==> src/rtl/mips_fetch_pkg.sv <==
// Shared fetch-stage definitions: FSM state encoding, fault cause codes, reset PC.
package mips_fetch_pkg;

  typedef enum logic [2:0] {
    S_IDLE  = 3'd0,
    S_REQ   = 3'd1,
    S_DRAIN = 3'd2,
    S_VALID = 3'd3,
    S_FAULT = 3'd4
  } fetch_state_t;

  localparam logic [1:0] FC_NONE     = 2'b00;
  localparam logic [1:0] FC_MISALIGN = 2'b01;
  localparam logic [1:0] FC_BUSERR   = 2'b10;
  localparam logic [1:0] FC_TIMEOUT  = 2'b11;

  localparam logic [31:0] MIPS_RESET_PC = 32'h00400000;

endpackage

==> src/rtl/fetch_timeout_ctr.sv <==
// Counts outstanding-request cycles; saturates once the limit is reached.
module fetch_timeout_ctr #(
  parameter int unsigned LIMIT = 16
) (
  input  logic clk,
  input  logic reset,
  input  logic clr,
  input  logic en,
  output logic expired
);

  logic [7:0] count;

  // Compare with >= so a count that runs past the limit (e.g. REQ -> DRAIN) still reads expired.
  assign expired = (count >= 8'(LIMIT - 1));

  always_ff @(posedge clk) begin
    if (reset || clr)
      count <= 8'd0;
    else if (en && !expired)
      count <= count + 8'd1;
  end

endmodule

==> src/rtl/instr_fetch_unit.sv <==
// Fetch FSM: issues one word read per instruction, hands the word to decode, reports faults.
module instr_fetch_unit
  import mips_fetch_pkg::*;
#(
  parameter logic [31:0] RESET_PC = MIPS_RESET_PC,
  parameter int unsigned TIMEOUT  = 16
) (
  input  logic        clk,
  input  logic        reset,
  input  logic [31:0] pc,
  input  logic        fetch_en,
  input  logic        flush,
  input  logic        consume,
  output logic        mem_req,
  output logic [31:0] mem_addr,
  input  logic        mem_ack,
  input  logic [31:0] mem_rdata,
  input  logic        mem_err,
  output logic [31:0] instr,
  output logic        instr_valid,
  output logic        stall,
  output logic        fetch_fault,
  output logic [1:0]  fault_cause,
  output logic [31:0] fault_addr
);

  fetch_state_t state, state_n;
  logic         ld_addr, ld_instr, enter_fault, expired, busy;
  logic [1:0]   cause_n;
  logic [31:0]  faddr_n;

  assign busy  = (state == S_REQ) || (state == S_DRAIN);
  assign stall = fetch_en && (state != S_VALID);

  fetch_timeout_ctr #(.LIMIT(TIMEOUT)) u_tmo (
    .clk     (clk),
    .reset   (reset),
    .clr     (!busy),
    .en      (busy),
    .expired (expired)
  );

  always_comb begin
    state_n     = state;
    ld_addr     = 1'b0;
    ld_instr    = 1'b0;
    enter_fault = 1'b0;
    cause_n     = FC_NONE;
    faddr_n     = mem_addr;
    case (state)
      S_IDLE: begin
        if (fetch_en && !flush) begin
          ld_addr = 1'b1;
          if (pc[1:0] != 2'b00) begin
            state_n     = S_FAULT;
            enter_fault = 1'b1;
            cause_n     = FC_MISALIGN;
            faddr_n     = pc;
          end else begin
            state_n = S_REQ;
          end
        end
      end
      S_REQ: begin
        if (mem_ack) begin
          // A redirect racing the ack wins: the word belongs to the old path.
          if (flush) begin
            state_n = S_IDLE;
          end else if (mem_err) begin
            state_n     = S_FAULT;
            enter_fault = 1'b1;
            cause_n     = FC_BUSERR;
          end else begin
            state_n  = S_VALID;
            ld_instr = 1'b1;
          end
        end else if (flush) begin
          state_n = S_DRAIN;
        end else if (expired) begin
          state_n     = S_FAULT;
          enter_fault = 1'b1;
          cause_n     = FC_TIMEOUT;
        end
      end
      S_DRAIN: begin
        if (mem_ack || expired) state_n = S_IDLE;
      end
      S_VALID, S_FAULT: begin
        if (consume || flush) state_n = S_IDLE;
      end
      default: state_n = S_IDLE;
    endcase
  end

  always_ff @(posedge clk) begin
    if (reset) begin
      state       <= S_IDLE;
      mem_req     <= 1'b0;
      mem_addr    <= RESET_PC;
      instr       <= 32'h00000000;
      instr_valid <= 1'b0;
      fetch_fault <= 1'b0;
      fault_cause <= FC_NONE;
      fault_addr  <= 32'h00000000;
    end else begin
      state       <= state_n;
      mem_req     <= (state_n == S_REQ) || (state_n == S_DRAIN);
      instr_valid <= (state_n == S_VALID);
      fetch_fault <= (state_n == S_FAULT);
      if (ld_addr)  mem_addr <= pc;
      if (ld_instr) instr    <= mem_rdata;
      if (enter_fault) begin
        fault_cause <= cause_n;
        fault_addr  <= faddr_n;
      end else if (state_n != S_FAULT) begin
        fault_cause <= FC_NONE;
      end
    end
  end

endmodule

==> config.mk <==
export PLATFORM = sky130hd
export DESIGN_NAME = instr_fetch_unit
export DESIGN_NICKNAME = d
export VERILOG_FILES = /design/src/rtl/mips_fetch_pkg.sv /design/src/rtl/fetch_timeout_ctr.sv /design/src/rtl/instr_fetch_unit.sv
export SDC_FILE = /design/constraint.sdc
export NUM_CORES = 1
export LEC_CHECK = 0
export ABC_CLOCK_PERIOD_IN_PS = 2150
export CAP_MARGIN = 20
export CORE_UTILIZATION = 30
export CTS_CLUSTER_DIAMETER = 60
export DETAILED_ROUTE_END_ITERATION = 12
export PLACE_DENSITY_LB_ADDON = 0.08
export SYNTH_ARGS = -nofsm -noshare
export SYNTH_HDL_FRONTEND = slang
export SYNTH_HIERARCHICAL = 1
export SYNTH_SLANG_ARGS = --single-unit
==> constraint.sdc <==
create_clock -name clk -period 2.15 [get_ports clk]
set_input_delay 0.43 -clock clk [delete_from_list [all_inputs] [get_ports clk]]
set_output_delay 0.43 -clock clk [all_outputs]
set_load 0.05 [all_outputs]
==> metrics.yaml <==
job:
  maxCapViolCount: 0
floorplanning:
  num_rows: 45
  coreArea_um2: 15100
  die_y_um: 126
  start_util: 0.306
  chipWidth_um: 126
  dieArea_um2: 15900
  ios: 173
status:
  status: "completed"
power_and_ir_drop:
  p_comb_frac: 0.191
  peakVddDrop_v: 0.000479
  finalPower_mw: 4.75
  powerDensity_nw_per_um2: 680
  p_int_mw: 3.42
  seqPwrFrac: 0.464
  p_sw_mw: 1.33
  p_clk_frac: 0.345
  leakagePower_nw: 2.43
  p_sw_frac: 0.279
timing:
  max-slew-margin-rel: 0.634
  fmax_mhz: 499
  fin_crit_ps: 2010
  fin_crit_sh: 0.933
  rsz0062_at_grt: "no"
  fin_setup_tns_ps: 0
  slew_viol_final: 0
  setup_violations: 0
  hold_viol: 0
  skew_ps: 5.37
  worst_pin_slew_ps: 547
yosys:
  synth-main-ff-cell: "dfxtp_1"
  yosysTopAreaCell: "dfxtp_1"
  synth_edf_count: 0
  synth_cell_types: 46
  synth_fp_nets: 618
  synth_top_area_share: 0.484
  synth_common_cells: "nand2_1, dfxtp_1, a21oi_1, inv_1, clkbuf_1"
  ys_ff_latch: 112
  synthArstFlopShare: 0
  yosys_warnings: 6
  synth_most_common_cell: "nand2_1"
  avgSynthCellArea_um2: 8.49
  synth_area_um2: 4630
  seq_area_frac_synth: 0.484
  synth_area_leaders: "dfxtp_1, nand2_1, a221oi_2, a21oi_1, o21ai_0"
  synthCells: 546
critical_path:
  worstSetupPathType: "flip-flop to flip-flop"
  endpoint_kind: "flip-flop"
  max_stage_delay_ps: 450
  crit_chain: "ha_1 > nand3_2 > nand2_2 > nor3b_1 > o211ai_1 > a2111o_1 > a2111oi_2"
  cp.required_ps: 2400
  critPathMaxFanout: 4
  worst-endpoint-arrival_ps: 2260
  reg2reg_from: "u_tmo/count[0]$_SDFFE_PP0P_"
  reg2reg_depth: 7
  critPathLaunchType: "flip-flop"
  cp-startpoint: "u_tmo/count[0]$_SDFFE_PP0P_"
  slowest_stage: "a2111o_1"
clock_network:
  cts_root_buf: "clkbuf_16"
  clk_latency_ps: 350
  cts_made_buffers: 9
  clk_pin_slew_ps: 70
  clk_path_buf_depth: 2
  cts-htree-levels: 3
  cts_tree: "built"
  post_cts_buffers: 0
  clkSinkCount: 112
final_layout:
  multi_input_area_um2: 2080
  utilization: 0.461
  num_antenna_cells: 0
  layout.cells.non_filler: 911
  fillers: 1458
  regArea_um2: 2240
  area_growth_pct: 50.7
  drive_gt1_frac: 0.122
  nets: 790
detailed_routing:
  drt_iter0_markers: 198
  dr_total_vias: 4337
  wl_met2_um: 6440
  first_pass_iters: 4
  route.detailed.drc: 0
  wirelength_um: 13700
  avgRoutedWirePerCell_um: 15.0
  dr_wl_met3_um: 646
  met1Wirelength_um: 6410
  drtAntennaViolNets: 0
  via_per_inst: 4.76
  top_layer_used: "met4"
min_path:
  worstHoldPathCells: 2
  min_from: "instr[2]$_SDFFE_PP0P_"
  min_path_type: "flip-flop to flip-flop"
grt:
  grt_max_degree: 36
  track_usage: 0.172
  overflow: 0
  antenna_found_initial: 0
  grt_pass1_vias: 4120
  grt_pass1_wl_um: 21700
placement:
  place_congestion: 0.775
  post-place-cells: 895
  io_buffers: 172
  dp_hpwl_um: 9340
==> kinds of logic after synthesis <==
logic type	Yosys count	synth area share
adder cells (fa/ha/maj)	1	0.00270
buffers and inverters	74	0.0713
AND/OR/NAND/NOR	212	0.205
XOR/XNOR	1	0.00189
multiplexers	3	0.00648
AO/OA/AOI/OAI	143	0.229
flip-flops	112	0.484
==> per-stage QoR <==
stage / worst slack [ps] / hold slack [ps] / cell area (um^2)
after floorplan: 146 / 450 / 4630
after global placement: -70.5 / 441 / 6680
after detailed placement: -119 / 447 / 6680
after CTS: 5.04 / 458 / 6960
after global routing: 3.95 / 473 / 6980
final: 145 / 455 / 6980
==> flip-flops by register name, indices dropped and copies added, names as in the netlist <==
register and cells:
fault_addr 32, instr 32, mem_addr 32, u_tmo/count 8, state 3, fault_cause 2
fetch_fault 1, instr_valid 1, mem_req 1
==> what timing repair did <==
action | 4_1_cts | 5_1_grt
hold buffers | 0 | 0
resized for setup | 0 | 6
endpoints found under the setup margin | 0 | 33
==> layout by cell type (no fill, tap or decap), drive strengths merged, types with 3 or more instances in the layout <==
cell,n
a21oi,67
a221oi,31
a22oi,3
and2,7
and3,4
buf,31
clkbuf,12
clkdlybuf4s50,170
clkinv,3
dfxtp,112
inv,34
mux2i,3
nand2,165
nand3,7
nor2,6
nor2b,4
nor3b,4
nor4,3
o21ai,31
==> worst max-delay path, delay by kind of cell, from the launching register on <==
family          cells  cell delay [ps]
compound gates      3              920
fa+ha+maj           1              250
flops               1              330
simple gates        3              410
==> power by group through the flow <==
stage               clock, mW  sequential, mW  combinational (mW)
floorplan                   0            2.51               0.259
CTS                      1.71            2.20               0.912
global route             1.79            2.21               0.959
global placement            0            2.25               0.902
detailed placement          0            2.25               0.910
finish                   1.64            2.20               0.906
==> layer usage <==
layer | track usage | vias to the layer above
met2 | 0.283 | 99
met5 | 0 | -
li1 | - | 2197
met3 | 0.0396 | 10
met4 | 0.0659 | 0
met1 | 0.220 | 2031
==> area by class of cell <==
class	instances	area share
inverter	34	0.0183
multi-input combinational	360	0.298
timing repair buffer	201	0.289
tap	188	0.0337
clock inverter	4	0.00645
clock buffer	12	0.0339
sequential	112	0.321
==> path summary, 6_finish.rpt <==
kind | endpoint | slack (ps)
worst max register to register | mem_req$_SDFF_PP0_ | 140
worst min-delay path | instr[2]$_SDFFE_PP0P_ | 460
worst max-delay path | mem_req$_SDFF_PP0_ | 140
worst min register to register | instr[2]$_SDFFE_PP0P_ | 460
(Power assumes the default switching activity.)
